## src/rtl/uart_pkg.sv

```systemverilog
// Shared types and defaults for the UART transmit FIFO controller.
//   DefaultDepth    - default FIFO entry count
//   DefaultGapClks  - default idle cycles after each completed byte
//   tx_ctrl_state_e - transmit control FSM states
package uart_pkg;

    localparam int unsigned DefaultDepth   = 16;
    localparam int unsigned DefaultGapClks = 16;

    typedef enum logic [1:0] {
        StIdle     = 2'd0,
        StStart    = 2'd1,
        StWaitDone = 2'd2,
        StGap      = 2'd3
    } tx_ctrl_state_e;

endpackage

```

## src/rtl/uart_sync_fifo.sv

```systemverilog
// Single-clock FIFO with extended read/write pointers.
//   clk_i    - clock, rising edge
//   rst_i    - asynchronous active-high reset, clears the pointers
//   push_i   - write request, ignored while full
//   wdata_i  - write data
//   pop_i    - read request, ignored while empty
//   rdata_o  - head entry; valid whenever empty_o is low
//   full_o   - DEPTH entries held
//   empty_o  - no entries held
//   level_o  - current entry count
module uart_sync_fifo #(
    parameter int unsigned DEPTH = 16,
    parameter int unsigned WIDTH = 8
) (
    input  logic                     clk_i,
    input  logic                     rst_i,
    input  logic                     push_i,
    input  logic [WIDTH-1:0]         wdata_i,
    input  logic                     pop_i,
    output logic [WIDTH-1:0]         rdata_o,
    output logic                     full_o,
    output logic                     empty_o,
    output logic [$clog2(DEPTH):0]   level_o
);

    localparam int unsigned Aw = $clog2(DEPTH);

    // Pointers carry one extra bit so full and empty differ only in the MSB.
    logic [Aw:0]      wr_ptr_q, rd_ptr_q;
    logic [WIDTH-1:0] mem_q [DEPTH];
    logic             push_ok, pop_ok;

    assign full_o  = (wr_ptr_q[Aw] != rd_ptr_q[Aw]) && (wr_ptr_q[Aw-1:0] == rd_ptr_q[Aw-1:0]);
    assign empty_o = (wr_ptr_q == rd_ptr_q);
    assign level_o = wr_ptr_q - rd_ptr_q;
    assign rdata_o = mem_q[rd_ptr_q[Aw-1:0]];

    // Full is judged on the registered pointers, so a same-cycle pop never frees a slot.
    assign push_ok = push_i && !full_o;
    assign pop_ok  = pop_i && !empty_o;

    always_ff @(posedge clk_i or posedge rst_i) begin
        if (rst_i) begin
            wr_ptr_q <= '0;
            rd_ptr_q <= '0;
        end else begin
            if (push_ok) wr_ptr_q <= wr_ptr_q + 1'b1;
            if (pop_ok)  rd_ptr_q <= rd_ptr_q + 1'b1;
        end
    end

    always_ff @(posedge clk_i) begin
        if (push_ok) mem_q[wr_ptr_q[Aw-1:0]] <= wdata_i;
    end

endmodule

```

## src/rtl/uart_tx_fifo_ctrl.sv

```systemverilog
// Byte FIFO feeding a UART transmitter with a start/done handshake and an
// optional idle gap after each byte.
//   tx_clk   - clock, rising edge
//   tx_rst   - asynchronous active-high reset
//   wr_en    - push request; dropped while full
//   wr_data  - byte to push
//   full     - FIFO holds DEPTH entries
//   empty    - FIFO holds no entries
//   level    - current entry count
//   tx_din   - byte presented to the transmitter, held until tx_done
//   tx_start - one-cycle launch pulse
//   tx_done  - one-cycle completion pulse, honoured only while waiting for it
//   tx_busy  - high whenever the controller is not idle
//   overflow - sticky dropped-push flag, present only with UART_TX_FIFO_OVF_EN defined
module uart_tx_fifo_ctrl
    import uart_pkg::*;
#(
    parameter int unsigned DEPTH    = DefaultDepth,
    parameter int unsigned GAP_CLKS = DefaultGapClks
) (
    input  logic                     tx_clk,
    input  logic                     tx_rst,
    input  logic                     wr_en,
    input  logic [7:0]               wr_data,
    output logic                     full,
    output logic                     empty,
    output logic [$clog2(DEPTH):0]   level,
    output logic [7:0]               tx_din,
    output logic                     tx_start,
    input  logic                     tx_done,
`ifdef UART_TX_FIFO_OVF_EN
    output logic                     overflow,
`endif
    output logic                     tx_busy
);

    localparam int unsigned GapW = (GAP_CLKS > 1) ? $clog2(GAP_CLKS) : 1;
    // Counter runs GAP_CLKS-1 down to 0, giving GAP_CLKS cycles in StGap.
    localparam logic [GapW-1:0] GapLoad = (GAP_CLKS > 0) ? GapW'(GAP_CLKS - 1) : '0;

    tx_ctrl_state_e  state_q, state_d;
    logic [GapW-1:0] gap_cnt_q;
    logic [7:0]      fifo_rdata;
    logic            pop;

    uart_sync_fifo #(
        .DEPTH (DEPTH),
        .WIDTH (8)
    ) u_fifo (
        .clk_i   (tx_clk),
        .rst_i   (tx_rst),
        .push_i  (wr_en),
        .wdata_i (wr_data),
        .pop_i   (pop),
        .rdata_o (fifo_rdata),
        .full_o  (full),
        .empty_o (empty),
        .level_o (level)
    );

    // State register
    always_ff @(posedge tx_clk or posedge tx_rst) begin
        if (tx_rst) state_q <= StIdle;
        else        state_q <= state_d;
    end

    // Next-state logic
    always_comb begin
        state_d = state_q;
        unique case (state_q)
            StIdle:     if (!empty) state_d = StStart;
            StStart:    state_d = StWaitDone;
            StWaitDone: if (tx_done) state_d = (GAP_CLKS > 0) ? StGap : StIdle;
            StGap:      if (gap_cnt_q == '0) state_d = StIdle;
            default:    state_d = StIdle;
        endcase
    end

    // Outputs
    always_comb begin
        pop      = (state_q == StIdle) && !empty;
        tx_start = (state_q == StStart);
        tx_busy  = (state_q != StIdle);
    end

    // Gap counter reloads on every entry into StGap.
    always_ff @(posedge tx_clk or posedge tx_rst) begin
        if (tx_rst) begin
            gap_cnt_q <= '0;
        end else if (state_q == StWaitDone && tx_done) begin
            gap_cnt_q <= GapLoad;
        end else if (state_q == StGap && gap_cnt_q != '0) begin
            gap_cnt_q <= gap_cnt_q - GapW'(1);
        end
    end

    // Byte latched at pop and held through StStart and StWaitDone.
    always_ff @(posedge tx_clk or posedge tx_rst) begin
        if (tx_rst)   tx_din <= 8'h00;
        else if (pop) tx_din <= fifo_rdata;
    end

`ifdef UART_TX_FIFO_OVF_EN
    always_ff @(posedge tx_clk or posedge tx_rst) begin
        if (tx_rst)              overflow <= 1'b0;
        else if (wr_en && full)  overflow <= 1'b1;
    end
`endif

endmodule

```

## config.mk

```make
export PLATFORM = sky130hd
export DESIGN_NAME = uart_tx_fifo_ctrl
export DESIGN_NICKNAME = d
export VERILOG_FILES = /design/src/rtl/uart_pkg.sv /design/src/rtl/uart_sync_fifo.sv /design/src/rtl/uart_tx_fifo_ctrl.sv
export SDC_FILE = /design/constraint.sdc
export NUM_CORES = 1
export LEC_CHECK = 0
export CAP_MARGIN = 20
export CELL_PAD_IN_SITES_DETAIL_PLACEMENT = 1
export CELL_PAD_IN_SITES_GLOBAL_PLACEMENT = 1
export CORE_ASPECT_RATIO = 1.2
export CORE_MARGIN = 8
export CORE_UTILIZATION = 30
export CTS_BUF_LIST = sky130_fd_sc_hd__clkbuf_4 sky130_fd_sc_hd__clkbuf_8 sky130_fd_sc_hd__clkbuf_16
export DETAILED_ROUTE_END_ITERATION = 7
export PLACE_DENSITY_LB_ADDON = 0.1
export SLEW_MARGIN = 20
export SYNTH_ARGS = -nofsm -noshare
export SYNTH_HDL_FRONTEND = slang
export SYNTH_SLANG_ARGS = --single-unit
```

## constraint.sdc

```tcl
create_clock -name tx_clk -period 3.55 [get_ports tx_clk]
set_input_delay 1.065 -clock tx_clk [delete_from_list [all_inputs] [get_ports tx_clk]]
set_output_delay 1.065 -clock tx_clk [all_outputs]
set_load 0.005 [all_outputs]
```

==> impl_metrics.yaml, run 1 <==
floorplan:
  io_pins: 29
  core-area_mm2: 0.0208
  starting_density_of_the_core_pct: 30.2
  std_cell_rows: 58
  die_width_um: 148
  die_height_um: 174
  die-area_mm2: 0.0258
synth:
  postSynthRegisterBits: 152
  dominantRegCellSynth: "edfxtp_1"
  post_synth_instance_area_mm2: 0.00627
  synth_fp_nets: 375
  postSynth.asyncResetShare_pct: 15.8
  synth.lib_cells_used.distinct: 37
  synth_largest_area_cell: "edfxtp_1"
  ys_warn_count: 0
  yosysMostFrequentCell: "edfxtp_1"
  post_synth_main_area_contributors: "edfxtp_1 (61%), mux4_2 (11%), dfrtp_1 (9.6%)"
  netlist_instances: 347
  synth_edf_count: 128
  syn_avg_cell_area_um2: 18.1
  synth_common_cells: "edfxtp_1 (128), mux4_2 (32), dfrtp_1 (24)"
  synth_top_cell_area_share_pct: 61.3
  ys_seq_area_share_pct: 70.8
power:
  switching_portion_of_total_power_pct: 32.8
  internal_power_component_w: 0.00435
  sequentialPowerShare_pct: 37.0
  pwr_density_cell_mw_per_mm2: 854
  max-vdd-ir-drop_mv: 0.437
  post-layout-total-power_w: 0.00647
  clkPwrFrac_pct: 27.0
  total_leakage_power_nw: 2.60
  share_comb_of_total_power_pct: 36.0
  power.switching_w: 0.00212
clocking:
  cts.root.buffer_cell: "clkbuf_16"
  cts.sinks: 152
  cts_tree: "done"
  clk_transition_reported_paths_ns: 0.06
  cts_inserted_buffers: 17
  htree_levels: 4
  cts_buffer_depth: 2
  worstSkewPairLatency_ns: 0.41
setup_path:
  path_class: "register to output port"
  cp.arrival_ns: 2.33
  critical_path.max_fanout: 4
  cp_data_required_time_ns: 2.48
  critPathLaunchType: "register"
  end_kind: "output port"
  r2r_setup_slk_ns: 1.06
sta:
  number_of_endpoints_with_negative_hold_slack_in_the_final_report: 0
  setup_repair_after_global_routing_missed_its_margin: "no"
  fin_tns_setup_ns: 0
  period_needed_ns: 3.40
  timing.final.max_slew_violations: 0
  transition_time_at_the_pin_with_the_least_slew_margin_ns: 0.775
  fmax_mhz: 294
  final.setup_skew_ns: 0.00857
  worst_slew_margin_rel_pct: 48.1
  finalSetupViolations: 0
  portion_of_the_clock_cycle_consumed_by_the_worst_path_in_the_final_layout_pct: 95.7
drt:
  postRouteWirelength_um: 15100
  detailed_route_via_count: 3249
  dr.pass1.iters: 4
  drtAntennaViolNets: 0
  viasPerCell: 4.71
  drt-wirelength-per-cell_um: 21.9
  detail_route.drc_violations: 0
  detail_route.iter0.violations: 140
placement:
  hpwl_um: 10100
  port_buffer_cells: 28
  finalWeightedCongestion: 0.720
grt:
  grt_overflow: 0
  antenna_found_initial: 0
  grt_pass1_vias: 3614
  maximum_number_of_pins_on_one_net_before_global_route_repair: 36
  grtUsageTotal_pct: 12.3
  wire_length_of_the_first_global_routing_pass_um: 23000
outcome:
  outcome: "finished clean"
run:
  max_cap_violations: 0
layout:
  num-fill-cells: 2086
  drive_above_1_share_pct: 25.5
  area_delta_synth_final_pct: 20.9
  diodes: 0
  nNetsFinal: 435
  final_util_pct: 36.5
min_path:
  hold_class: "register to register"
-- area by class of cell --
class | instances | area, um2 | area share (%)
clock buffers | 17 | 425 | 5.61
well taps | 270 | 338 | 4.45
inverters | 19 | 71.3 | 0.940
repair buffers | 55 | 483 | 6.37
multi-input cells | 162 | 1680 | 22.1
flip-flops and latches | 152 | 4450 | 58.6
clock inverters | 15 | 141 | 1.86
-- cells in the final DEF, fill, tap and decap left out, types with 2 or more instances in the layout --
| master | n |
|---|---|
| a21o_1 | 2 |
| nor3_1 | 4 |
| clkdlybuf4s50_1 | 28 |
| a211oi_1 | 8 |
| mux4_2 | 32 |
| edfxtp_1 | 128 |
| xnor2_1 | 12 |
| xor2_1 | 2 |
| clkbuf_16 | 17 |
| a21oi_1 | 12 |
| dfrtp_1 | 22 |
| mux2_1 | 2 |
| ha_1 | 15 |
| inv_6 | 6 |
| o211ai_1 | 2 |
| nand2_1 | 14 |
| nand2b_1 | 2 |
| nor2_1 | 14 |
| clkinvlp_4 | 4 |
| mux2_2 | 8 |
| dfrtp_2 | 2 |
| inv_1 | 16 |
| inv_2 | 3 |
| nand4_1 | 5 |
| buf_4 | 27 |
| and2_1 | 8 |
| o22ai_1 | 8 |
-- power by group through the flow --
stage	clock, W	sequential [W]	combinational (W)
floorplan	0	0.00236	0.00151
global placement	0	0.00242	0.00236
detailed placement	0	0.00244	0.00238
CTS	0.00180	0.00240	0.00239
global route	0.00185	0.00243	0.00257
finish	0.00175	0.00240	0.00233
-- worst paths after layout --
path / from / to / cells past startpoint
min: u_fifo.rd_ptr_q[4] / u_fifo.rd_ptr_q[4] / 1
min in group asynchronous: tx_rst / gap_cnt_q[3] / 2
max reg2reg: u_fifo.wr_ptr_q[3] / u_fifo.mem_q[1][3] / 6
max in group asynchronous: tx_rst / u_fifo.wr_ptr_q[2] / 3
min reg2reg: u_fifo.rd_ptr_q[4] / u_fifo.rd_ptr_q[4] / 1
max: u_fifo.wr_ptr_q[0] / level[4] / 8
-- cell families after synthesis --
kind of cell	Yosys count	share of synthesized area, %
buffers and inverters	33	2.51
and+or+nand+nor	50	3.77
xor gates and xnor gates	14	1.95
muxes	42	13.3
adders and majority gates	16	3.31
DFF	152	70.8
AOI/OAI and AO/OA	40	4.35
-- metal layers --
metal  vias to the layer above  global-route usage (%)  part of all wire [%]
met5                         -                       0                     0
met1                      1710                    15.1                    44
li1                       1474                       -                     -
met4                         0                    4.73                   1.8
met2                        55                    20.4                    50
met3                        10                    3.10                   3.9
-- what timing repair did --
item / in CTS / in global routing
setup buffers: 0 / 1
resized for setup: 0 / 4
hold buffers: 0 / 0
setup endpoints to repair: 0 / 2
-- flip-flops by register name, summed over array words and instances (netlist names) --
| name | flops |
|---|---|
| tx_din | 8 |
| gap_cnt_q | 4 |
| u_fifo.mem_q | 128 |
| state_q | 2 |
| u_fifo.rd_ptr_q | 5 |
| u_fifo.wr_ptr_q | 5 |
-- per-stage QoR --
step,setup WS (ns),hold WS (ns),area [um2],cells
final,0.152,0.533,7580,690
after global routing,0.00595,0.570,7580,690
after CTS,0.00387,0.534,7570,689
after detailed placement,0.461,0.526,7000,657
after global placement,0.478,0.516,7000,657
after floorplan,0.628,0.499,6270,347
-- critical path, cell delays in order, from the launching register on --
cell and delay, ns:
dfrtp_1 0.41, inv_2 0.10, ha_1 0.18, fa_2 0.21, inv_1 0.04, a21o_1 0.15
a21oi_1 0.17, xnor2_1 0.13, clkdlybuf4s50_1 0.52
No activity file was read; power rests on OpenSTA's default activity.
==> run 2, diff against run 1 <==
Settings changed: SETUP_SLACK_MARGIN from default to 0.02.
==> impl_metrics.yaml, run 2 (synthesis gave the netlist of run 1 again) <==
outcome:
  outcome: "finished clean"
floorplan:
  starting_density_of_the_core_pct: 30.2
  io_pins: 29
  die_height_um: 174
  die-area_mm2: 0.0258
  std_cell_rows: 58
  core-area_mm2: 0.0208
  die_width_um: 148
setup_path:
  critical_path.max_fanout: 4
  path_class: "register to output port"
  cp_data_required_time_ns: 2.48
  cp.arrival_ns: 2.32
  cpLargestDelayFamily: "buffers and inverters"
  cp_slowest_cell: "clkdlybuf4s50_1"
  critPathBufInv: 3
  cpPeakStageDelay_ns: 0.52
  end_kind: "output port"
  critPathLaunchType: "register"
  timing.critical_path.cells: "inv_2, ha_1, fa_2, inv_1, a21o_1, a21oi_1, xnor2_1, clkdlybuf4s50_1"
layout:
  layout.cells.most_common_list: "edfxtp_1 (128), mux4_2 (32), clkdlybuf4s50_1 (28), buf_4 (27), dfrtp_1 (22)"
  layout.cells.most_common: "edfxtp_1"
  design_area_mm2: 0.00758
  diodes: 0
  area_delta_synth_final_pct: 20.9
  largest_register_ffs: 128
  nNetsFinal: 435
  drive_above_1_share_pct: 25.5
grt:
  maximum_number_of_pins_on_one_net_before_global_route_repair: 36
  grt_overflow: 0
  grt_pass1_vias: 3618
  grtUsageTotal_pct: 12.3
  wire_length_of_the_first_global_routing_pass_um: 23100
  antenna_found_initial: 0
sta:
  final.setup_skew_ns: 0.00889
  timing.final.max_slew_violations: 0
  fmax_mhz: 296
  finalSetupViolations: 0
  fin_tns_setup_ns: 0
  period_needed_ns: 3.38
  setup_repair_after_global_routing_missed_its_margin: "no"
  portion_of_the_clock_cycle_consumed_by_the_worst_path_in_the_final_layout_pct: 95.2
  worst_slew_margin_rel_pct: 48.2
  transition_time_at_the_pin_with_the_least_slew_margin_ns: 0.775
  number_of_endpoints_with_negative_hold_slack_in_the_final_report: 0
clocking:
  cts_buffer_depth: 2
  cts_inserted_buffers: 17
  cts.sinks: 152
  clk_transition_reported_paths_ns: 0.06
  worstSkewPairLatency_ns: 0.42
  cts_tree: "done"
  cts.root.buffer_cell: "clkbuf_16"
  htree_levels: 4
  post_cts_hold_buffer_count: 0
run:
  max_cap_violations: 0
placement:
  post_dp_cell_area_mm2: 0.00700
  hpwl_um: 10100
  port_buffer_cells: 28
  finalWeightedCongestion: 0.720
drt:
  detailed_route_via_count: 3233
  drtAntennaViolNets: 0
  postRouteWirelength_um: 15100
  viasPerCell: 4.69
  detail_route.iter0.violations: 132
  drt-wirelength-per-cell_um: 21.9
  detail_route.drc_violations: 0
  dr.pass1.iters: 4
min_path:
  hold_class: "register to register"
power:
  total_leakage_power_nw: 2.60
  pwr_density_cell_mw_per_mm2: 854
  max-vdd-ir-drop_mv: 0.416
[run 2: worst paths after layout]
kind / startpoint / end / slack [ns] / depth (start not counted)
worst max-delay path: u_fifo.wr_ptr_q[0] / level[4] / 0.17 / 8
worst min-delay path: u_fifo.rd_ptr_q[4] / u_fifo.rd_ptr_q[4] / 0.53 / 1
worst max register to register: u_fifo.wr_ptr_q[3] / u_fifo.mem_q[1][3] / 1.06 / 6
worst min register to register: u_fifo.rd_ptr_q[4] / u_fifo.rd_ptr_q[4] / 0.53 / 1
max in group asynchronous: tx_rst / u_fifo.wr_ptr_q[2] / 1.94 / 3
min in group asynchronous: tx_rst / gap_cnt_q[1] / 1.00 / 2
[run 2: area by class of cell]
class	count	area, um2
fillers	2086	13200
flip-flops and latches	152	4450
clock buffers	17	425
repair buffers	55	483
well taps	270	338
inverters	19	71.3
multi-input cells	162	1680
clock inverters	15	141
[run 2: layer usage]
| metal | vias up | track usage, % | routed length, um |
|---|---|---|---|
| li1 | 1475 | - | - |
| met1 | 1694 | 15.1 | 6680 |
| met2 | 52 | 20.4 | 7530 |
| met3 | 12 | 3.10 | 594 |
| met4 | 0 | 4.73 | 281 |
| met5 | - | 0 | 0 |
[run 2: per-stage QoR]
step | utilization (%) | total power, W | hold WS [ns] | worst slack, ns | std cells
after floorplan | - | 0.00387 | 0.499 | 0.628 | 347
after global placement | 33.7 | 0.00478 | 0.516 | 0.478 | 657
after detailed placement | 33.7 | 0.00482 | 0.526 | 0.461 | 657
after CTS | 36.5 | 0.00659 | 0.534 | 0.0827 | 690
after global routing | 36.5 | 0.00686 | 0.570 | 0.0194 | 690
final | 36.5 | 0.00647 | 0.533 | 0.170 | 690
[run 2: power by group]
| group | internal, W | switching, W |
|---|---|---|
| sequential | 0.00223 | 0.000168 |
| clock | 0.000980 | 0.000768 |
| combinational | 0.00115 | 0.00118 |
[run 2: repair_timing]
action | in CTS | in global routing
setup buffers | 1 | 0
endpoints found under the setup margin | 1 | 2
resized for setup | 0 | 4
==> run 3, diff against run 2 <==
Settings changed: CORE_ASPECT_RATIO 1.2 to 0.7, MAX_ROUTING_LAYER from default to met4.
==> impl_metrics.yaml, run 3 (synthesis gave the netlist of run 1 again) <==
outcome:
  outcome: "finished clean"
sta:
  transition_time_at_the_pin_with_the_least_slew_margin_ns: 0.647
  period_needed_ns: 3.37
  fmax_mhz: 296
  timing.final.max_slew_violations: 0
  fin_tns_setup_ns: 0
  final.setup_skew_ns: 0.00801
  portion_of_the_clock_cycle_consumed_by_the_worst_path_in_the_final_layout_pct: 95.1
  finalSetupViolations: 0
  setup_repair_after_global_routing_missed_its_margin: "no"
  worst_slew_margin_rel_pct: 56.8
  number_of_endpoints_with_negative_hold_slack_in_the_final_report: 0
power:
  pwr_density_cell_mw_per_mm2: 864
  max-vdd-ir-drop_mv: 0.308
  total_leakage_power_nw: 2.63
floorplan:
  std_cell_rows: 44
  io_pins: 29
  starting_density_of_the_core_pct: 30.4
  die_height_um: 137
  core-area_mm2: 0.0206
  die-area_mm2: 0.0259
  die_width_um: 189
run:
  max_cap_violations: 0
setup_path:
  end_kind: "output port"
  ff2ff_path_depth: 6
  r2r_setup_slk_ns: 1.01
  cp_data_required_time_ns: 2.48
  path_class: "register to output port"
  critPathLaunchType: "register"
  cp.arrival_ns: 2.31
  worst_r2r_endpoint: "u_fifo.mem_q[3][5]"
  cp-startpoint: "u_fifo.wr_ptr_q[2]"
  critical_path.max_fanout: 11
  worstSetupEndpoint: "empty"
  crit-reg2reg-launch: "u_fifo.wr_ptr_q[2]"
layout:
  multiInputGateArea_mm2: 0.00169
  largest_register_ffs: 128
  diodes: 0
  nNetsFinal: 434
  drive_above_1_share_pct: 26.0
  area_delta_synth_final_pct: 21.6
  final_util_pct: 37.0
  register_area_mm2: 0.00445
  final_standard_cell_count_with_taps_included_and_fillers_excluded: 695
  layout.cells.most_common_list: "edfxtp_1 (128), mux4_2 (32), clkdlybuf4s50_1 (27), buf_4 (26), dfrtp_1 (22)"
  layout.cells.most_common: "edfxtp_1"
  num-fill-cells: 2057
grt:
  wire_length_of_the_first_global_routing_pass_um: 23200
  grt_pass1_vias: 3737
  grt_overflow: 0
  maximum_number_of_pins_on_one_net_before_global_route_repair: 36
  grtUsageTotal_pct: 12.6
  antenna_found_initial: 0
min_path:
  hold_class: "register to register"
  min-delay-start: "u_fifo.rd_ptr_q[4]"
  min_path_cells: 1
clocking:
  cts_tree: "done"
  htree_levels: 4
  clk_transition_reported_paths_ns: 0.07
  cts_buffer_depth: 2
  worstSkewPairLatency_ns: 0.42
  cts_inserted_buffers: 17
  cts.sinks: 152
  cts.root.buffer_cell: "clkbuf_16"
placement:
  port_buffer_cells: 28
  place_inst: 662
  finalWeightedCongestion: 0.762
  hpwl_um: 9740
drt:
  detail_route.drc_violations: 0
  dr.pass1.iters: 4
  postRouteWirelength_um: 14900
  detailed_route_via_count: 3270
  drt-wirelength-per-cell_um: 21.4
  drtAntennaViolNets: 0
  detail_route.iter0.violations: 137
  viasPerCell: 4.71
run 3: cell types whose count changed in the layout (fill, tap and decap cells not counted), sizes merged:
| cell | delta |
|---|---|
| buf | -1 |
| bufinv | +1 |
| clkdlybuf4s50 | -1 |
| clkinvlp | -3 |
| dlymetal6s2s | +1 |
| inv | +2 |
run 3: worst min path at each step:
stage                                    end
after floorplan                 gap_cnt_q[2]
after global placement          gap_cnt_q[2]
after detailed placement  u_fifo.rd_ptr_q[4]
after CTS                 u_fifo.rd_ptr_q[4]
after global routing      u_fifo.rd_ptr_q[4]
final                     u_fifo.rd_ptr_q[4]
run 3: report_power, final:
group          internal (W)  switching (W)
sequential          0.00223       0.000157
clock               0.00107       0.000791
combinational       0.00116        0.00120
run 3: stage by stage:
stage | total power [W] | instance area (um2) | hold slack, ns | worst slack, ns
2_1_floorplan | 0.00387 | 6270 | 0.499 | 0.628
3_3_place_gp | 0.00479 | 7010 | 0.517 | 0.454
3_5_place_dp | 0.00481 | 7010 | 0.528 | 0.426
4_1_cts | 0.00671 | 7620 | 0.538 | 0.0430
5_1_grt | 0.00701 | 7630 | 0.571 | 0.0561
6_report | 0.00660 | 7630 | 0.534 | 0.175
run 3: routing by layer:
layer	vias to the layer above	global-route usage, %	wire, um
met5	-	-	0
met4	0	3.38	111
met3	9	3.36	412
met2	44	18.8	6620
met1	1741	16.9	7720
li1	1476	-	-
run 3: final cells by class:
| type | count | share of cell area (%) |
|---|---|---|
| timing repair buffer | 54 | 6.26 |
| sequential | 152 | 58.3 |
| multi-input combinational | 162 | 22.1 |
| inverter | 19 | 0.935 |
| tap | 276 | 4.53 |
| clock inverter | 15 | 2.34 |
| clock buffer | 17 | 5.57 |
run 3: critical path: stages, from the launching register on:
cell and delay (ns):
dfrtp_2 0.49, ha_1 0.40, nand4_1 0.19, nor2_1 0.24, clkdlybuf4s50_1 0.56
run 3: what timing repair did:
action                                  CTS  global route
buffers inserted                          1             0
gates resized for setup                   0             6
hold buffers                              0             0
endpoints found under the setup margin    1             2
